[src/rtl/pipe_hazard_ctrl_pkg.sv]
// rtl/pipe_hazard_ctrl_pkg.sv - shared types and constants for the pipeline sequencing controller
//
// Package pipe_ctrl_pkg:
//   ctrl_state_t          controller state: RUN, MEM_WAIT, DRAIN, HALTED
//   NOP_INSTR             encoding loaded into IF/ID on a flush
//   NREG_BITS_DEFAULT     default register-address width (8 GPRs)

package pipe_ctrl_pkg;

    typedef enum logic [1:0] {
        RUN      = 2'd0,
        MEM_WAIT = 2'd1,
        DRAIN    = 2'd2,
        HALTED   = 2'd3
    } ctrl_state_t;

    localparam logic [15:0] NOP_INSTR = 16'h4000;

    localparam int NREG_BITS_DEFAULT = 3;

endpackage

[src/rtl/pipe_hazard_ctrl_hazard_detect.sv]
// rtl/pipe_hazard_ctrl_hazard_detect.sv - combinational load-use hazard compare
//
// Ports:
//   id_rs_addr, id_rt_addr   source register fields of the instruction in ID
//   id_uses_rs, id_uses_rt   ID instruction actually reads that source
//   ex_mem_read              instruction in EX is a load
//   ex_rd_addr               destination register of the EX instruction
//   load_use                 ID needs a value the EX load has not produced yet

module hazard_detect
    import pipe_ctrl_pkg::*;
#(
    parameter int NREG_BITS = NREG_BITS_DEFAULT
) (
    input  logic [NREG_BITS-1:0] id_rs_addr,
    input  logic [NREG_BITS-1:0] id_rt_addr,
    input  logic                 id_uses_rs,
    input  logic                 id_uses_rt,
    input  logic                 ex_mem_read,
    input  logic [NREG_BITS-1:0] ex_rd_addr,
    output logic                 load_use
);

    logic rs_hit;
    logic rt_hit;

    // R0 is hardwired to zero, so a load "targeting" R0 never feeds a consumer.
    assign rs_hit = id_uses_rs && (id_rs_addr == ex_rd_addr) && (id_rs_addr != '0);
    assign rt_hit = id_uses_rt && (id_rt_addr == ex_rd_addr) && (id_rt_addr != '0);

    assign load_use = ex_mem_read && (rs_hit || rt_hit);

endmodule

[src/rtl/pipe_hazard_ctrl.sv]
// rtl/pipe_hazard_ctrl.sv - pipeline sequencing controller: stalls, flushes, memory waits, halt drain
//
// Optional feature macro: PIPE_HAZARD_PERF_EN (adds stall_cnt / flush_cnt outputs)
//
// Ports:
//   clk, rst_n                     clock (rising edge), asynchronous active-low reset
//   id_rs_addr, id_rt_addr         ID source register fields
//   id_uses_rs, id_uses_rt         ID source-use flags
//   ex_mem_read, ex_rd_addr        EX load flag and destination
//   id_branch_taken                branch/jump resolved taken in ID
//   imem_ready                     fetched word valid this cycle
//   dmem_busy                      data memory not done, MEM must hold
//   if_halt, wb_halt               HALT seen in IF / reached WB
//   pc_wen, ifid_wen               PC and IF/ID write enables
//   ifid_flush                     IF/ID captures NOP_INSTR instead of fetched data
//   idex_bubble                    ID/EX captures all-zero control
//   back_wen                       EX/MEM and MEM/WB write enable
//   halted, halt_err               core stopped; sticky drain timeout
//   stall_cnt, flush_cnt           saturating performance counters (PIPE_HAZARD_PERF_EN only)

module pipe_hazard_ctrl
    import pipe_ctrl_pkg::*;
#(
    parameter int NREG_BITS = NREG_BITS_DEFAULT,
    parameter int DRAIN_MAX = 15
`ifdef PIPE_HAZARD_PERF_EN
    ,
    parameter int CNT_W     = 16
`endif
) (
    input  logic                 clk,
    input  logic                 rst_n,
    input  logic [NREG_BITS-1:0] id_rs_addr,
    input  logic [NREG_BITS-1:0] id_rt_addr,
    input  logic                 id_uses_rs,
    input  logic                 id_uses_rt,
    input  logic                 ex_mem_read,
    input  logic [NREG_BITS-1:0] ex_rd_addr,
    input  logic                 id_branch_taken,
    input  logic                 imem_ready,
    input  logic                 dmem_busy,
    input  logic                 if_halt,
    input  logic                 wb_halt,
    output logic                 pc_wen,
    output logic                 ifid_wen,
    output logic                 ifid_flush,
    output logic                 idex_bubble,
    output logic                 back_wen,
    output logic                 halted,
    output logic                 halt_err
`ifdef PIPE_HAZARD_PERF_EN
    ,
    output logic [CNT_W-1:0]     stall_cnt,
    output logic [CNT_W-1:0]     flush_cnt
`endif
);

    localparam int DCW = $clog2(DRAIN_MAX + 1);
    localparam logic [DCW-1:0] DMAX = DCW'(DRAIN_MAX);

    ctrl_state_t    state;
    ctrl_state_t    state_nxt;
    ctrl_state_t    eff_state;
    logic           ret_drain;
    logic           ret_drain_nxt;
    logic [DCW-1:0] drain_cnt;
    logic [DCW-1:0] drain_cnt_nxt;
    logic           err_set;
    logic           branch_flush;
    logic           load_use;

    hazard_detect #(
        .NREG_BITS (NREG_BITS)
    ) u_hazard_detect (
        .id_rs_addr  (id_rs_addr),
        .id_rt_addr  (id_rt_addr),
        .id_uses_rs  (id_uses_rs),
        .id_uses_rt  (id_uses_rt),
        .ex_mem_read (ex_mem_read),
        .ex_rd_addr  (ex_rd_addr),
        .load_use    (load_use)
    );

    always_comb begin
        pc_wen        = 1'b0;
        ifid_wen      = 1'b0;
        ifid_flush    = 1'b0;
        idex_bubble   = 1'b0;
        back_wen      = 1'b0;
        halted        = 1'b0;
        state_nxt     = state;
        ret_drain_nxt = ret_drain;
        drain_cnt_nxt = drain_cnt;
        err_set       = 1'b0;
        branch_flush  = 1'b0;

        // The cycle memory releases behaves exactly like the state being
        // returned to, so no extra cycle is lost on the way out of a wait.
        eff_state = state;
        if (state == MEM_WAIT && !dmem_busy) begin
            eff_state = ret_drain ? DRAIN : RUN;
        end

        case (eff_state)
            RUN: begin
                pc_wen    = 1'b1;
                ifid_wen  = 1'b1;
                back_wen  = 1'b1;
                state_nxt = RUN;
                if (dmem_busy) begin
                    pc_wen        = 1'b0;
                    ifid_wen      = 1'b0;
                    back_wen      = 1'b0;
                    state_nxt     = MEM_WAIT;
                    ret_drain_nxt = 1'b0;
                end else if (load_use) begin
                    pc_wen      = 1'b0;
                    ifid_wen    = 1'b0;
                    idex_bubble = 1'b1;
                end else if (id_branch_taken) begin
                    // Anything in IF (including a HALT) is wrong-path here.
                    ifid_flush   = 1'b1;
                    branch_flush = 1'b1;
                end else if (!imem_ready) begin
                    pc_wen     = 1'b0;
                    ifid_flush = 1'b1;
                end else if (if_halt) begin
                    // HALT is allowed into IF/ID, but fetch stops behind it.
                    pc_wen        = 1'b0;
                    state_nxt     = DRAIN;
                    drain_cnt_nxt = '0;
                end
            end
            DRAIN: begin
                ifid_wen   = 1'b1;
                ifid_flush = 1'b1;
                back_wen   = 1'b1;
                state_nxt  = DRAIN;
                drain_cnt_nxt = (drain_cnt == DMAX) ? drain_cnt : drain_cnt + DCW'(1);
                if (dmem_busy) begin
                    ifid_wen      = 1'b0;
                    back_wen      = 1'b0;
                    state_nxt     = MEM_WAIT;
                    ret_drain_nxt = 1'b1;
                end else begin
                    if (load_use) begin
                        ifid_wen    = 1'b0;
                        idex_bubble = 1'b1;
                    end
                    if (wb_halt) begin
                        state_nxt = HALTED;
                    end else if (drain_cnt == DMAX) begin
                        err_set   = 1'b1;
                        state_nxt = HALTED;
                    end
                end
            end
            HALTED: begin
                halted = 1'b1;
            end
            default: begin
                // MEM_WAIT still busy: everything frozen, defaults apply.
            end
        endcase

        // Reset overrides are combinational so they take hold between edges.
        if (!rst_n) begin
            pc_wen      = 1'b0;
            ifid_wen    = 1'b0;
            ifid_flush  = 1'b1;
            idex_bubble = 1'b1;
            back_wen    = 1'b0;
            halted      = 1'b0;
        end
    end

    always_ff @(posedge clk or negedge rst_n) begin
        if (!rst_n) begin
            state     <= RUN;
            ret_drain <= 1'b0;
            drain_cnt <= '0;
            halt_err  <= 1'b0;
        end else begin
            state     <= state_nxt;
            ret_drain <= ret_drain_nxt;
            drain_cnt <= drain_cnt_nxt;
            if (err_set) begin
                halt_err <= 1'b1;
            end
        end
    end

`ifdef PIPE_HAZARD_PERF_EN
    always_ff @(posedge clk or negedge rst_n) begin
        if (!rst_n) begin
            stall_cnt <= '0;
            flush_cnt <= '0;
        end else begin
            if ((state == RUN || state == MEM_WAIT) && !pc_wen && stall_cnt != '1) begin
                stall_cnt <= stall_cnt + CNT_W'(1);
            end
            if (branch_flush && flush_cnt != '1) begin
                flush_cnt <= flush_cnt + CNT_W'(1);
            end
        end
    end
`endif

endmodule

[config.mk]
export PLATFORM = sky130hd
export DESIGN_NAME = pipe_hazard_ctrl
export DESIGN_NICKNAME = d
export VERILOG_FILES = /design/src/rtl/pipe_hazard_ctrl_pkg.sv /design/src/rtl/pipe_hazard_ctrl_hazard_detect.sv /design/src/rtl/pipe_hazard_ctrl.sv
export SDC_FILE = /design/constraint.sdc
export NUM_CORES = 1
export LEC_CHECK = 0
export ABC_AREA = 0
export CAP_MARGIN = 10
export CELL_PAD_IN_SITES_DETAIL_PLACEMENT = 1
export CELL_PAD_IN_SITES_GLOBAL_PLACEMENT = 1
export CORE_UTILIZATION = 29
export CTS_CLUSTER_SIZE = 12
export DETAILED_ROUTE_END_ITERATION = 16
export GPL_ROUTABILITY_DRIVEN = 1
export PLACE_DENSITY_LB_ADDON = 0.25
export SLEW_MARGIN = 10
export SYNTH_ARGS = -nofsm -noshare
export SYNTH_HDL_FRONTEND = slang
export SYNTH_HIERARCHICAL = 1
export SYNTH_SLANG_ARGS = --single-unit
[constraint.sdc]
create_clock -name clk -period 1.75 [get_ports clk]
set_input_delay 0.35 -clock clk [delete_from_list [all_inputs] [get_ports clk]]
set_output_delay 0.35 -clock clk [all_outputs]
set_load 0.1 [all_outputs]
* Yosys cells after proc, flatten, opt, wreduce, memory -nomap -nowiden *
Index checks and enable logic that the tools add are counted.

word-level totals
  register bits = 8
  bits of input ports = 19
  output and inout bits = 7
  word-level logic and storage cells = 85

operators by class
  add/sub/neg operators = 1
  eq/ne operators = 14
  muxes and demuxes = 51
  reductions and logical operators = 15

operator list
  operator                                              number
  2-to-1 mux 1 bit                                      33
  2-to-1 mux 4 bit                                      6
  2-to-1 mux 2 bit                                      8
  inequality test 2 bit (second input constant)         8
  one-hot mux 4 bit (2 select lines)                    1
  AND reduction 7 bit                                   1
  equality test 3 bit                                   2
  logical AND 1 bit                                     6
  nonzero test 3 bit                                    2
  adder 4 x 1 -> 4 bit (second input constant)          1
  equality test 2 bit (second input constant)           2
  equality test 4 bit (second input constant)           1
  one-hot mux 1 bit (2 select lines)                    2
  one-hot mux 2 bit (2 select lines)                    1
  AND reduction 3 bit                                   1
  equality test 2 x 1 -> 1 bit (second input constant)  1
  logical NOT 2 bit                                     1
  nonzero test 2 bit                                    1
  OR reduction 2 bit                                    1
  logical NOT 1 bit                                     1
  logical OR 1 bit                                      1

* Longest topological paths before layout *
  word-level depth = 9
  gate-level depth with buffers = 7
  gate-level depth less buffers = 7

* Modules after synthesis *
The synthesis kept the hierarchy.

modules (own cells, without submodules)
  module            instances  cells each  area an instance (µm²)  sequential area each (µm²)
  pipe_hazard_ctrl  1          63          533.0                   200.2
  hazard_detect     1          14          105.1                   0.0

* Worst setup path after synthesis *
Ideal clock, no wire load.

  path type = input -> output
  from = input port ex_rd_addr[0]
  to = output port ifid_flush
  arrival time = 4,320 ps
  data required time = 1,400 ps
  path slack = -2,920 ps
  stages = 4
  path buffers = 0
  cells stage by stage = o21bai_1 -> a2111oi_2 -> a22o_1 -> o311ai_0

between the ends
  longest elaborated chain between the ends = 9
  elaborated cells on any way between the ends = 12
  those cells by class = 2 x eq/ne; 4 x mux; 6 x reduce/logical

ends and longest elaborated chain
  what                                                       line                                                                        source
  start, declared                                            pipe_hazard_ctrl.sv:38                                                      input logic [NREG_BITS-1:0] ex_rd_addr,
  equality test 3 bit, on equally long branches              pipe_hazard_ctrl_hazard_detect.sv:28, pipe_hazard_ctrl_hazard_detect.sv:29
  logical AND 1 bit, on equally long branches (2 in series)  pipe_hazard_ctrl_hazard_detect.sv:28, pipe_hazard_ctrl_hazard_detect.sv:29
  logical OR 1 bit (*)                                       pipe_hazard_ctrl_hazard_detect.sv:31                                        assign load_use = ex_mem_read && (rs_hit || rt_hit);
  logical AND 1 bit (*)                                      pipe_hazard_ctrl_hazard_detect.sv:31
  net load_use                                               pipe_hazard_ctrl.sv:70                                                      logic load_use;
  2-to-1 mux 1 bit (*)                                       pipe_hazard_ctrl.sv:116                                                     end else if (load_use) begin
  2-to-1 mux 1 bit (*)                                       pipe_hazard_ctrl.sv:110                                                     if (dmem_busy) begin
  one-hot mux 1 bit (2 select lines) (*)                     pipe_hazard_ctrl.sv:104                                                     case (eff_state)
  2-to-1 mux 1 bit (*)                                       pipe_hazard_ctrl.sv:167                                                     if (!rst_n) begin
  end, declared                                              pipe_hazard_ctrl.sv:46                                                      output logic ifid_flush,

The timed path passes the listed nets; every way through them passes the cells marked *.

* Worst setup path after layout *
  from = input port id_rs_addr[1]
  to = output port pc_wen

between the ends
  longest elaborated chain between the ends = 9
  elaborated cells on any way between the ends = 10
  those cells by class = 1 x eq/ne; 4 x mux; 5 x reduce/logical

ends and longest elaborated chain
  what                   line                                  source
  start, declared        pipe_hazard_ctrl.sv:33                input logic [NREG_BITS-1:0] id_rs_addr,
  equality test 3 bit    pipe_hazard_ctrl_hazard_detect.sv:28  assign rs_hit = id_uses_rs && (id_rs_addr == ex_rd_addr) && (id_rs_addr != '0);
  logical AND 1 bit      pipe_hazard_ctrl_hazard_detect.sv:28
  logical AND 1 bit (*)  pipe_hazard_ctrl_hazard_detect.sv:28
  logical OR 1 bit (*)   pipe_hazard_ctrl_hazard_detect.sv:31
  logical AND 1 bit (*)  pipe_hazard_ctrl_hazard_detect.sv:31
  net load_use           pipe_hazard_ctrl.sv:70
  2-to-1 mux 1 bit (*)   pipe_hazard_ctrl.sv:116
  2-to-1 mux 1 bit (*)   pipe_hazard_ctrl.sv:110
  2-to-1 mux 1 bit (*)   pipe_hazard_ctrl.sv:104
  2-to-1 mux 1 bit (*)   pipe_hazard_ctrl.sv:167
  end, declared          pipe_hazard_ctrl.sv:44                output logic pc_wen,

Marked as above.

==> results by group <==
Die
  • Die height: about 49 um
  • Starting Density: 0.316
  • Total core area: a little over 2000 um^2
  • Site Rows: 16
  • Die area: 2390 um^2
  • I/O pin cnt: 26
  • DIE WIDTH: approximately 49 um

Route
  • # DRC: 0
  • Via count: between 700 and 800
  • Final ANT Viol Nets: 0
  • Pre-antenna DRT Iters: 4
  • Routed vias/inst: approximately 5.2
  • Mean routed wirelength per cell: 15.9 um
  • Final WL: between 2 and 2.5 mm
  • Initial drt markers: 4

Setup path
  • Required time of the critical path: 1.40 ns
  • Worst setup SP type: input port
  • Kind of critical path: in -> out
  • CP Max Fanout: 4
  • R2R depth: 5
  • Worst setup path start: id_rs_addr[1]
  • Arr. time, crit path: between 1.5 and 2 ns
  • Endpoint type of the worst setup path: primary output
  • Reg-to-Reg Start: state[1]

Place
  • Buffers added on ports: 25
  • Gpl congestion: between 0.8 and 0.9
  • HPWL Detailed: approximately 1.8 mm

Synthesis
  • Post-synth top cells: nand2_1, dfrtp_1, inv_1, a21oi_1, nand3_1
  • EDFF count, synth: 0
  • Top cells by area, synth: dfrtp_1, nand2_1, a21oi_1, inv_1, xor2_1
  • Warnings from Yosys: 6
  • FF+latch count, synth: 8
  • Syn avg cell area: between 8 and 9 um^2
  • Ys async rst share: 1.00
  • Syn Inst Count: 77
  • Count leader, synth: nand2_1
  • Share of the synthesized area in the top cell type: 0.314
  • Yosys cell types: 35
  • Mapped Area: between 600 and 700 um^2
  • Leading area contributor after synthesis: dfrtp_1
  • Syn_nets: a little under 100
  • Ys flop type: dfrtp_1
  • Sequential share of the synthesized area: 0.314

Pwr
  • Power Dens Cells: just over 1000 nW/um^2
  • Switching portion of total power: 0.483
  • P_sw: 628 uW
  • Peak VDD IR: ~510 uV
  • Comb power frac: 0.619
  • Clock share of power: 0.110
  • Internal power: roughly 670 uW
  • Seq pwr share: 0.271
  • Leak Pwr: roughly 0.00053 uW

STA
  • Hold Vio Cnt, Final: 0
  • Max Fclk: about 470 MHz
  • Worst slew pin tran: ~0.29 ns
  • Clock Skews: between 0.009 and 0.01 ns
  • Fin crit period: 2.11 ns
  • RSZ-0062 raised after global routing: true
  • Slew Viols, Final: 0
  • Period utilisation layout: 1.20
  • Slew headroom: 0.805
  • Final hold slack: ~0.54 ns
  • Setup violations, final: 9
  • Final worst setup slack: -0.358 ns

Clocking
  • H-tree depth: 1
  • Clock-pin slew on the worst setup and hold paths: 0.06 ns
  • Clock buffer depth: 2
  • Clk sinks: 8
  • Worst-Skew Late Latency: roughly 0.26 ns
  • Clock tree from TritonCTS: done
  • Num CTS Buffers: 3
  • CTS root buf: clkbuf_4

Global routing
  • GRT Total Usage: 0.218
  • Largest net degree at the start of global routing: 11
  • First-pass GRT wire length: about 4 mm
  • Vias in the first global route: approximately 860
  • Initial antenna violation count: 0
  • Overflow after GRT: 0

Final layout
  • Final core utilization: 0.618
  • Layout Nets: 138
  • Ratio of cells with drive above 1 in the final layout: 0.500
  • Area Overhead vs Synth: 95.9%
  • Ant. Diodes: 0
  • Fillers: approximately 230

Hold path
  • Hold path cells: 2
  • Hold Crit Start: halt_err
  • Hold WC Path Type: reg -> reg

Flow run
  • Max-capacitance violation count: 0

Run status
  • Run status: complete, but fails checks
  • Failing checks: setup timing
-- final timing paths --
kind                                 to  slack, ns
setup / recovery                 pc_wen      -0.36
hold / removal                 halt_err       0.54
setup reg to reg           drain_cnt[3]       0.32
hold reg to reg                halt_err       0.54
max in group asynchronous      state[0]       0.90
min in group asynchronous      halt_err       0.71
-- repair_timing --
action	4_1_cts	5_1_grt
endpoints found under the setup margin	11	11
resized for setup	62	12
pin swaps	11	5
buffers inserted	2	0
cloned	0	0
hold buffers	0	0
-- flip-flops by register name, summed over array words and instances, names as in the netlist --
| name | count |
|---|---|
| halt_err | 1 |
| state | 2 |
| ret_drain | 1 |
| drain_cnt | 4 |
-- cells by family (layout without fill, tap and decap cells) --
logic type / Yosys count / after routing / share of synthesized area
AO/OA/AOI/OAI: 25 / 25 / 0.306
AND/OR/NAND/NOR: 31 / 31 / 0.247
buffers and inverters: 8 / 47 / 0.0588
XOR/XNOR: 4 / 4 / 0.0549
flip-flops: 8 / 8 / 0.314
adder cells (fa/ha/maj): 1 / 1 / 0.0196
-- metrics by stage --
stage / power, uW / TNS (ns) / instances / instance area [um^2] / setup slack (ns)
5_1_grt: 1390 / -2.22 / 143 / 1250 / -0.407
2_1_floorplan: 817 / -1.46 / 77 / 698 / -0.694
6_report: 1300 / -1.46 / 143 / 1250 / -0.358
4_1_cts: 1290 / -1.72 / 143 / 1200 / -0.309
3_3_place_gp: 1070 / -5.47 / 138 / 1120 / -0.656
3_5_place_dp: 1110 / -6.54 / 138 / 1120 / -0.784
-- per-layer routing --
| metal | part of all wire | GRT usage | wire, um | up-vias |
|---|---|---|---|---|
| met1 | 0.40 | 0.241 | 904 | 357 |
| met5 | 0 | 0 | 0 | - |
| met3 | 0.038 | 0.0498 | 87 | 6 |
| li1 | - | - | - | 354 |
| met4 | 0.019 | 0.0931 | 44 | 0 |
| met2 | 0.54 | 0.396 | 1230 | 29 |
-- worst max-delay path: stages --
cell       delay (ns)
buf_8            0.11
xor2_4           0.19
a2111oi_4        0.06
a22o_1           0.30
nand2b_4         0.18
nor4b_4          0.35
buf_12           0.22
-- layout make-up --
cell class / count / area (um^2) / area share
clock buffers: 3 / 22.5 / 0.0180
multi-input cells: 61 / 561 / 0.448
repair buffers: 37 / 405 / 0.324
inverters: 7 / 26.3 / 0.0210
flip-flops and latches: 8 / 201 / 0.161
well taps: 27 / 33.8 / 0.0270
-- power groups by stage --
stage | clock network, uW | registers, uW | logic (uW)
after floorplan | 0 | 307 | 510
after global placement | 0 | 337 | 733
after detailed placement | 0 | 349 | 757
after CTS | 149 | 347 | 790
after global routing | 160 | 365 | 865
final | 143 | 352 | 804
-- cells in the final DEF, fill, tap and decap left out, drive strengths merged --
cell type,count
inv,7
a21oi,7
ha,1
o21bai,2
nor3,1
buf,27
xnor2,1
nand2,11
nor4b,1
nand2b,3
dfrtp,8
o311ai,1
o21ai,4
o31ai,1
a31oi,1
or2,1
nor2b,1
nand3,5
a22o,1
dlygate4sd2,2
or3,1
clkbuf,5
a2111oi,2
nor2,4
o22ai,1
xor2,3
a41oi,1
clkdlybuf4s50,5
and2,1
o211ai,1
and3,2
o221ai,1
clkdlybuf4s15,1
o21a,2
Power figures use the tool's default switching activity.
